**src/rtl/thread_registers.sv**
```systemverilog
// thread_registers: per-thread 16 x 8-bit register file feeding the ALU.
// R0-R12 general purpose, R13 mirrors block_id, R14 = blockDim, R15 = threadIdx.
// Operands are registered with same-cycle write-to-read bypass.
module thread_registers #(
  parameter int THREADS_PER_BLOCK = 4,
  parameter int THREAD_ID         = 0
) (
  input  logic       clk,
  input  logic       reset,
  input  logic       enable,
  input  logic [7:0] block_id,
  input  logic       read_en,
  input  logic [3:0] rs_addr,
  input  logic [3:0] rt_addr,
  output logic [7:0] rs,
  output logic [7:0] rt,
  input  logic       wb_en,
  input  logic [3:0] rd_addr,
  input  logic [1:0] reg_input_mux,
  input  logic [7:0] alu_out,
  input  logic [7:0] lsu_out,
  input  logic [7:0] immediate
);

  localparam int         VEC_W    = 8;
  localparam int         NUM_REGS = 16;
  localparam int         NUM_GPR  = 13;
  localparam logic [3:0] LAST_GPR = 4'd12;

  localparam logic [31:0] TPB_W = THREADS_PER_BLOCK;
  localparam logic [31:0] TID_W = THREAD_ID;
  localparam logic [VEC_W-1:0] TPB8 = TPB_W[VEC_W-1:0];
  localparam logic [VEC_W-1:0] TID8 = TID_W[VEC_W-1:0];

  localparam logic [1:0] SRC_ALU  = 2'b00;
  localparam logic [1:0] SRC_LSU  = 2'b01;
  localparam logic [1:0] SRC_IMM  = 2'b10;
  localparam logic [1:0] SRC_NONE = 2'b11;

  logic [NUM_GPR-1:0][VEC_W-1:0]  gpr;
  logic [VEC_W-1:0]               r13;
  logic [VEC_W-1:0]               wr_data;
  logic                           wr_qual;
  logic [NUM_REGS-1:0][VEC_W-1:0] rf_view;

  // Writeback source select.
  always_comb begin
    wr_data = '0;
    case (reg_input_mux)
      SRC_ALU: wr_data = alu_out;
      SRC_LSU: wr_data = lsu_out;
      SRC_IMM: wr_data = immediate;
      default: wr_data = '0;
    endcase
  end

  // A write lands only on a GPR with a real source; R13-R15 writes are dropped.
  always_comb begin
    wr_qual = enable && wb_en && (rd_addr <= LAST_GPR) && (reg_input_mux != SRC_NONE);
  end

  // Read view of the whole file as seen this cycle, including the in-flight write.
  // R13 reads the live block_id; a frozen lane exposes its held copy instead.
  always_comb begin
    rf_view = '0;
    for (int i = 0; i < NUM_GPR; i++) rf_view[i] = gpr[i];
    rf_view[13] = enable ? block_id : r13;
    rf_view[14] = TPB8;
    rf_view[15] = TID8;
    if (wr_qual) rf_view[rd_addr] = wr_data;
  end

  // One flop bank per general-purpose register.
  for (genvar g = 0; g < NUM_GPR; g++) begin : g_gpr
    localparam logic [3:0] IDX = 4'(g);
    // Capture writeback data when this register is the qualified destination.
    always_ff @(posedge clk) begin
      if (reset)                          gpr[g] <= '0;
      else if (wr_qual && rd_addr == IDX) gpr[g] <= wr_data;
    end
  end

  // R13 tracks block_id every active cycle.
  always_ff @(posedge clk) begin
    if (reset)       r13 <= '0;
    else if (enable) r13 <= block_id;
  end

  // Registered operands; hold unless the lane is active and a read is requested.
  always_ff @(posedge clk) begin
    if (reset) begin
      rs <= '0;
      rt <= '0;
    end else if (enable && read_en) begin
      rs <= rf_view[rs_addr];
      rt <= rf_view[rt_addr];
    end
  end

endmodule

```
**config.mk**
```make
export PLATFORM = sky130hd
export DESIGN_NAME = thread_registers
export DESIGN_NICKNAME = d
export VERILOG_FILES = /design/src/rtl/thread_registers.sv
export SDC_FILE = /design/constraint.sdc
export NUM_CORES = 1
export LEC_CHECK = 0
export CORE_ASPECT_RATIO = 0.75
export CORE_MARGIN = 2
export CORE_UTILIZATION = 30
export CTS_CLUSTER_DIAMETER = 60
export DETAILED_ROUTE_END_ITERATION = 10
export GPL_TIMING_DRIVEN = 1
export PLACE_DENSITY = 0.58
export SLEW_MARGIN = 0
export SYNTH_ARGS = -nofsm -noshare
export SYNTH_HDL_FRONTEND = slang
export SYNTH_SLANG_ARGS = --single-unit
```
**constraint.sdc**
```tcl
create_clock -name clk -period 2.92 [get_ports clk]
set_input_delay 0.876 -clock clk [delete_from_list [all_inputs] [get_ports clk]]
set_output_delay 0.876 -clock clk [all_outputs]
set_load 0.005 [all_outputs]
```
==> results of run 1 <==
==> Yosys cell counts, drive strengths merged (3+ instances only) <==
cell / instances / area [um^2]
mux2i: 137 / 1371
nor2: 136 / 510.5
dfxtp: 128 / 2562
clkbuf: 46 / 172.7
mux4: 30 / 675.7
nor3: 22 / 165.2
buf: 18 / 81.33
nand2: 16 / 62.56
mux2: 14 / 157.6
o21ai: 14 / 70.07
a211oi: 13 / 102.6
nor2b: 13 / 81.33
nand3: 11 / 55.05
a21oi: 9 / 45.04
o2bb2ai: 9 / 78.83
nand2b: 8 / 50.05
o31a: 7 / 61.31
a31oi: 6 / 37.54
o21a: 6 / 45.04
o211ai: 5 / 37.54
o22ai: 5 / 31.28
or3: 4 / 25.02
a311oi: 3 / 32.53
and2: 3 / 18.77
and3: 3 / 18.77
nand4: 3 / 18.77
nand4bb: 3 / 33.78
nor4b: 3 / 26.28
o221ai: 3 / 26.28
==> metal layers <==
metal | GRT usage [%] | part of all wire, %
met5 | 0 | 0
met4 | 6.549 | 1.9
met3 | 5.359 | 7.6
met2 | 30.75 | 43
met1 | 29.40 | 48
==> per-stage QoR <==
step                power, mW  std cells  utilization (%)  worst slack (ps)  setup TNS (ps)
detailed placement      2.478       1186            40.61            -645.3           -8950
CTS                     4.504       1220            43.48            -22.12          -57.48
global route            4.635       1220            43.64            -4.868          -6.332
finish                  4.500       1220            43.64             94.74               0
floorplan               2.131        707                -            -83.20          -194.9
global placement        2.473       1186            40.61            -667.1           -8586
==> cell families (layout without fill, tap and decap cells) <==
logic type | Yosys count | after routing | synth area share, %
buffers and inverters | 66 | 279 | 3.793
and+or+nand+nor | 238 | 238 | 17.04
AOI/OAI and AO/OA | 94 | 94 | 10.02
DFF | 128 | 128 | 37.17
muxes | 181 | 181 | 31.98
==> sequential cells by signal, indices dropped and copies added, names as in the netlist <==
register	count
r13	8
rt	8
gpr	104
rs	8
==> worst paths after layout <==
kind,end,cells after the start,from
worst max-delay path,rt[3],10,rd_addr[3]
worst min-delay path,gpr[65],2,gpr[65]
worst max register to register,rt[1],6,gpr[33]
worst min register to register,gpr[65],2,gpr[65]
==> layout make-up <==
class / count / area [um^2] / area share [%]
Multi-Input combinational cell: 513 / 4205 / 42.34
Sequential cell: 128 / 2562 / 25.80
Timing Repair Buffer: 245 / 2223 / 22.38
Clock buffer: 19 / 442.9 / 4.459
Tap cell: 300 / 375.4 / 3.779
Clock inverter: 13 / 116.4 / 1.171
Inverter: 2 / 7.507 / 0.07558
==> repair_timing <==
item / CTS / global route
hold buffers: 0 / 0
setup endpoints to repair: 16 / 16
pin swaps: 3 / 3
gates resized for setup: 23 / 17
setup buffers: 2 / 0
==> layout by cell type (no fill, tap or decap), types with 4 or more instances in the layout <==
cell and instances:
o31a_1 7, clkdlybuf4s50_1 54, nor3_4 6, o22ai_1 5, clkbuf_16 17, nor2b_1 12
o21ai_1 4, nand3_1 10, mux2_2 13, clkinvlp_4 6, nor3_1 16, a211oi_1 12
buf_4 160, or3_1 4, o211ai_1 5, o21a_1 6, a21oi_1 9, nand2b_1 8
mux2i_2 11, a31oi_1 5, nand2_1 15, nor2_1 136, mux4_2 30, dfxtp_1 128
mux2i_1 126, o2bb2ai_1 9, buf_12 20, o21ai_0 10
==> power groups by stage <==
stage	sequential (mW)	combinational (mW)	clock [mW]
2_1_floorplan	1.82	0.308	0
3_3_place_gp	1.83	0.644	0
3_5_place_dp	1.83	0.649	0
4_1_cts	1.79	0.659	2.05
5_1_grt	1.79	0.710	2.13
6_report	1.79	0.670	2.04
==> critical path, delay by kind of cell <==
family | cells | cell delay [ps]
compound gates | 2 | 250
buf+inv | 3 | 630
mux | 2 | 640
simple gates | 3 | 800
==> flow_metrics.tcl, run 1 <==
set metrics [dict create \
    run_status "complete, no violations" \
    n_fill_cell 2196 \
    post_dp_cell_area_um2 9244 \
    slew_violations 0 \
    finalCritPeriodShare_pct 96.76 \
    cts.root.buffer_cell "clkbuf_16" \
    crit_arrival_ps 3200 \
    crit_type "in -> reg" \
    detail_route.vias_per_cell 5.209 \
    path_common_cell "buf_4" \
    crit_path_cell_trace "dlygate4sd2_1 > buf_4 > nor4_2 > nand3_2 > buf_4 > mux2i_1 > mux4_2 > or3_1 > o21ai_0 > o31a_1" \
    seq_area_frac_synth_pct 37.17 \
    area_delta_synth_final_pct 44.08 \
    postRouteAntennaNets 0 \
    leakagePower_nw 4.026 \
    path_clk_slew_ps 60 \
    dieHeight_um 135.3 \
    synth.avg_cell_area_um2 9.751 \
    first_global_vias 6222 \
    slowest_stage "mux4_2" \
    yosysWarnings 0 \
    period_needed_ps 2825 \
    stdcell_area_um2 9933 \
    max_clock_freq_ghz 0.3540 \
    layout.nets 958 \
    htreeDepth 4 \
    fp.dieW_um 179.0 \
    cp-end-kind "register" \
    gp_routability_congestion 0.8692 \
    yosys_register_bits 128 \
    grt_first_pass_wirelength_um 37180 \
    vias 6355 \
    cp.required_ps 3290 \
    num_antenna_cells 0 \
    drive_above_1_share_pct 31.96 \
    synth_edf_count 0 \
    drt-initial-drc-count 506 \
    ir_drop_uv 430.7 \
    clk-insertion-delay-late_ps 430 \
    core-area_um2 22760 \
    antenna_found_initial 0 \
    setup_viol 0 \
    cts_made_buffers 17 \
    dp.final_hpwl_um 17620 \
    wl_per_cell_um 20.02 \
    ys.flop_type "dfxtp_1" \
    ys_async_sr_fraction_pct 0 \
    ys_types 57 \
    finalHoldViolations 0 \
    io_pins 67 \
    path_max_fanout 5 \
    seqPwrFrac_pct 39.8 \
    r2r_setup_slack_ps 1160 \
    power.density_nw_per_um2 453.0 \
    grt_usage_pct 20.76 \
    drt_wl_total_um 24420 \
    hold_class "reg -> reg" \
    finClkSkew_ps 6.487 \
    grt_max_degree 55 \
    grt_remaining_overflow 0 \
    syn-instance-count 707 \
    intPower_mw 3.283 \
    cpPeakStageDelay_ps 480 \
    maxCapViolCount 0 \
    initial_core_util_pct 30.29 \
    start_kind "input port" \
    num_rows 48 \
    drtPass1Iterations 5 \
    remaining_drc_errors 0 \
    clockBufferDepth 2 \
    cts_tree "built" \
    syn_area_um2 6894 \
    cts_num_sinks 128 \
    switching_share_pct 27.05 \
    postSynthNetCount 758 \
    tightestPinTransition_ps 944.1 \
    whs_ps 503.6 \
    power_frac_comb_pct 14.9 \
    p_sw_mw 1.217 \
    portBuffers 66 \
    power.share.clock_pct 45.3 \
    slew_headroom_pct 36.93 \
    die_area_um2 24220 \
]
Note: power is estimated with default switching activity, not from simulation.
==> run 2, diff against run 1 <==
--- a/config.mk
+++ b/config.mk
@@ -6,7 +6,6 @@
 export NUM_CORES = 1
 export LEC_CHECK = 0
 export CORE_ASPECT_RATIO = 0.75
-export CORE_MARGIN = 2
 export CORE_UTILIZATION = 30
 export CTS_CLUSTER_DIAMETER = 60
 export DETAILED_ROUTE_END_ITERATION = 10
==> run 2 against run 1 <==
Flip-flop and latch count unchanged. Critical path type unchanged. Final area up 1.8%. Sequential share of layout area down 0.46 points. Power up 0.66%. Critical endpoint is now rt[7]. Clock power about the same. Combinational power up 2%.
==> flow_metrics.tcl, run 2 (synthesis gave the netlist of run 1 again) <==
set metrics [dict create \
    multi_input_area_um2 4213 \
    setup_viol 0 \
    grt_usage_pct 21.09 \
    hold_class "reg -> reg" \
    drive_above_1_share_pct 33.40 \
    slew_violations 0 \
    final_common_cell "buf_4" \
    grt_first_pass_wirelength_um 37180 \
    core-area_um2 22290 \
    remaining_drc_errors 0 \
    cts_num_sinks 128 \
    fin_cells 1237 \
    grtUsageMet1_pct 30.38 \
    dp.final_hpwl_um 17710 \
    finClkSkew_ps 8.351 \
    dp_cells 1196 \
    portBuffers 66 \
    rsz0062_at_grt "false" \
    antenna_found_initial 0 \
    path_clk_slew_ps 60 \
    largest_reg_flops 104 \
    grtUsageMet3_pct 5.137 \
    path_max_fanout 6 \
    cts.root.buffer_cell "clkbuf_16" \
    postRouteAntennaNets 0 \
    clockBufferDepth 2 \
    num_rows 47 \
    grt_max_degree 52 \
    area_delta_synth_final_pct 46.68 \
    top_register "gpr" \
    worst_r2r_path_depth 6 \
    layout.nets 981 \
    num_antenna_cells 0 \
    detail_route.vias_per_cell 5.187 \
    maxCapViolCount 0 \
    run_status "complete, no violations" \
    vias 6416 \
    wl_per_cell_um 19.58 \
    drtPass1Iterations 5 \
    cts_tree "built" \
    fp.dieW_um 177.0 \
    first_global_vias 6254 \
    busiest_layer "met2" \
    power.density_nw_per_um2 447.9 \
    drt_wl_total_um 24230 \
    finalPower_mw 4.530 \
    crit_arrival_ps 3150 \
    dieHeight_um 133.3 \
    drt-initial-drc-count 505 \
    start_kind "input port" \
    finalHoldViolations 0 \
    initial_core_util_pct 30.93 \
    seqCellArea_um2 2562 \
    tightestPinTransition_ps 887.2 \
    io_pins 67 \
    max_clock_freq_ghz 0.3532 \
    clk-insertion-delay-late_ps 420 \
    ir_drop_uv 411.7 \
    min_path_cells 2 \
    crit_type "in -> reg" \
    htreeDepth 4 \
    cts_made_buffers 17 \
    layout_common_cells "buf_4 (177), nor2_1 (136), mux2i_1 (132), dfxtp_1 (128), clkdlybuf4s50_1 (55)" \
    n_fill_cell 2115 \
    finalCritPeriodShare_pct 96.96 \
    die_area_um2 23600 \
    leakagePower_nw 4.152 \
    use_met2_pct 30.97 \
    grt_remaining_overflow 0 \
    gp_routability_congestion 0.9112 \
    cp.required_ps 3230 \
    cp-end-kind "register" \
    slew_headroom_pct 40.73 \
    period_needed_ps 2831 \
]
run 2: routing by layer:
metal / vias to the layer above / wire length (um)
li1: 3042 / -
met1: 3119 / 11730
met2: 221 / 10320
met3: 34 / 1779
met4: 0 / 398
met5: - / 0
run 2: through the flow:
step           cell area, um^2  utilization [%]  hold WS, ps  worst slack [ps]  setup TNS [ps]
6_report                 10110            45.37        497.0             88.66               0
5_1_grt                  10110            45.37        514.8             11.92               0
4_1_cts                  10040            45.06        495.5            -35.19          -35.19
3_5_place_dp              9311            41.78        481.5            -863.0           -9884
3_3_place_gp              9311            41.78        483.4            -821.6           -9123
2_1_floorplan             6920                -        464.8            -83.20          -194.9
run 2: report_power, final:
group / switching, mW / total [mW] / internal (mW)
Sequential: 0.0171 / 1.79 / 1.77
Combinational: 0.351 / 0.683 / 0.332
Clock: 0.873 / 2.06 / 1.18
Total: 1.24 / 4.53 / 3.29
run 2: timing repair:
item                       in CTS  in global routing
hold buffers                    0                  0
buffers inserted                6                  2
pin swaps                       9                  8
setup endpoints to repair      16                 16
gates cloned                    0                  1
gates resized for setup        34                 23
run 2: cell type report:
class,instances,area share (%)
Clock buffer,18,4.244
Multi-Input combinational cell,513,41.66
Tap cell,294,3.638
Inverter,2,0.07424
Timing Repair Buffer,268,23.72
Clock inverter,14,1.324
Sequential cell,128,25.34
run 2: path summary, 6_finish.rpt:
path	startpoint	to	slack, ps
setup / recovery	rd_addr[2]	rt[7]	90
hold / removal	rt[0]	rt[0]	500
setup reg to reg	gpr[33]	rt[1]	1170
hold reg to reg	rt[0]	rt[0]	500
run 2: worst max-delay path, stage by stage:
cell and delay, ps:
clkbuf_2 100, buf_6 130, or4b_4 540, nor3_4 190, buf_12 170, mux2i_4 70
mux4_2 500, mux2i_4 250, nor3_2 80, nor4_1 240
==> run 3, diff against run 2 <==
--- a/config.mk
+++ b/config.mk
@@ -6,8 +6,10 @@
 export NUM_CORES = 1
 export LEC_CHECK = 0
 export CORE_ASPECT_RATIO = 0.75
+export CORE_MARGIN = 5
 export CORE_UTILIZATION = 30
 export CTS_CLUSTER_DIAMETER = 60
+export CTS_CLUSTER_SIZE = 24
 export DETAILED_ROUTE_END_ITERATION = 10
 export GPL_TIMING_DRIVEN = 1
 export PLACE_DENSITY = 0.58
==> run 3 against run 2 <==
Cell count rose by 0.16%. Critical path depth rose by 1. Global-route usage fell by 2.5 points. Die area increased by 11%. Combinational power is essentially flat. Routed wire length is 0.63% higher. Critical path type unchanged.
==> flow_metrics.tcl, run 3 (synthesis gave the netlist of run 1 again) <==
set metrics [dict create \
    antenna_found_initial 0 \
    cts_tree "built" \
    place_ws_ps -672.8 \
    setup_viol 0 \
    first_global_vias 6265 \
    path_clk_slew_ps 60 \
    path_max_fanout 11 \
    max_clock_freq_ghz 0.3479 \
    clk-insertion-delay-late_ps 420 \
    finalPower_mw 4.814 \
    ir_drop_uv 428.7 \
    vias 6418 \
    dp_cells 1194 \
    leakagePower_nw 4.189 \
    core-area_um2 22820 \
    drt-initial-drc-count 538 \
    wl_per_cell_um 19.68 \
    clockBufferDepth 2 \
    top_register "gpr" \
    stdcell_area_um2 10250 \
    cts_num_sinks 128 \
    run_status "complete, no violations" \
    worst_r2r_path_depth 6 \
    layout.nets 977 \
    cts_made_buffers 17 \
    timing.rr.end "rt[1]" \
    area_delta_synth_final_pct 48.64 \
    start_kind "input port" \
    grt_first_pass_wirelength_um 37050 \
    slew_violations 0 \
    cts.root.buffer_cell "clkbuf_16" \
    finClkSkew_ps 9.651 \
    tightestPinTransition_ps 888.0 \
    grt_max_degree 41 \
    period_needed_ps 2874 \
    io_pins 67 \
    num_antenna_cells 0 \
    remaining_drc_errors 0 \
    portBuffers 66 \
    power.density_nw_per_um2 469.7 \
    tns_ps 0 \
    drtPass1Iterations 5 \
    detail_route.vias_per_cell 5.180 \
    crit_type "in -> reg" \
    cp.required_ps 3240 \
    dp.final_hpwl_um 17800 \
    grt_remaining_overflow 0 \
    slew_headroom_pct 40.68 \
    rsz0062_at_grt "true" \
    hold_class "reg -> reg" \
    largest_reg_flops 104 \
    whs_ps 507.5 \
    fp.dieW_um 185.0 \
    drive_above_1_share_pct 33.97 \
    crit_arrival_ps 3200 \
    r2r_setup_slack_ps 1200 \
    cp-end-kind "register" \
    drt_wl_total_um 24380 \
    layout_common_cells "buf_4 (166), nor2_1 (136), dfxtp_1 (128), mux2i_1 (126), clkdlybuf4s50_1 (54)" \
    htreeDepth 4 \
    postRouteAntennaNets 0 \
    post_dp_cell_area_um2 9241 \
    finalHoldViolations 0 \
    initial_core_util_pct 30.21 \
    gp_routability_congestion 0.9219 \
    finalCritPeriodShare_pct 98.43 \
    num_rows 48 \
    utilization_pct 44.90 \
    dieHeight_um 141.3 \
    startpoint "rd_addr[3]" \
    fin_cells 1239 \
    grt_usage_pct 18.55 \
    cp-endpoint "rt[7]" \
    maxCapViolCount 0 \
    final_common_cell "buf_4" \
    r2r_start "gpr[33]" \
    setup_ws_ps 45.71 \
    die_area_um2 26140 \
    holdBufCountCts 0 \
]
-- run 3: where the power goes --
part | internal, mW | switching, mW
sequential | 1.77 | 0.0180
clock | 1.50 | 0.838
combinational | 0.331 | 0.351
-- run 3: cell type report --
| cell class | instances | area [um^2] |
|---|---|---|
| timing repair buffer | 264 | 2391 |
| clock buffer | 20 | 466.7 |
| tap | 300 | 375.4 |
| fill | 2177 | 12570 |
| inverter | 2 | 7.507 |
| sequential | 128 | 2562 |
| multi-input combinational | 513 | 4264 |
| clock inverter | 12 | 180.2 |
-- run 3: worst min path at each step --
stage | start | endpoint | slack (ps) | cells past startpoint
global placement | gpr[31] | gpr[31] | 490 | 2
finish | rt[6] | rt[6] | 510 | 2
CTS | rt[6] | rt[6] | 510 | 2
detailed placement | rt[7] | rt[7] | 500 | 2
floorplan | gpr[70] | gpr[70] | 460 | 2
global route | rt[6] | rt[6] | 530 | 2
-- run 3: what timing repair did --
| action | 4_1_cts | 5_1_grt |
|---|---|---|
| resized for setup | 31 | 42 |
| buffers inserted | 8 | 5 |
| pin swaps | 11 | 9 |
| setup endpoints to repair | 16 | 16 |
-- run 3: critical path, cell delays in order --
cell,delay [ps]
dlygate4sd2_1,270
buf_4,190
nor4b_2,310
nand3_1,140
buf_6,180
mux2i_2,170
mux4_2,460
mux2i_1,140
buf_4,150
nor3_1,60
nor4_1,260
-- run 3: layer usage --
layer  part of all wire, %  track usage [%]
met1                    47            27.30
met3                   8.6            5.407
met4                   1.8            4.633
met2                    42            26.67
met5                     0                0
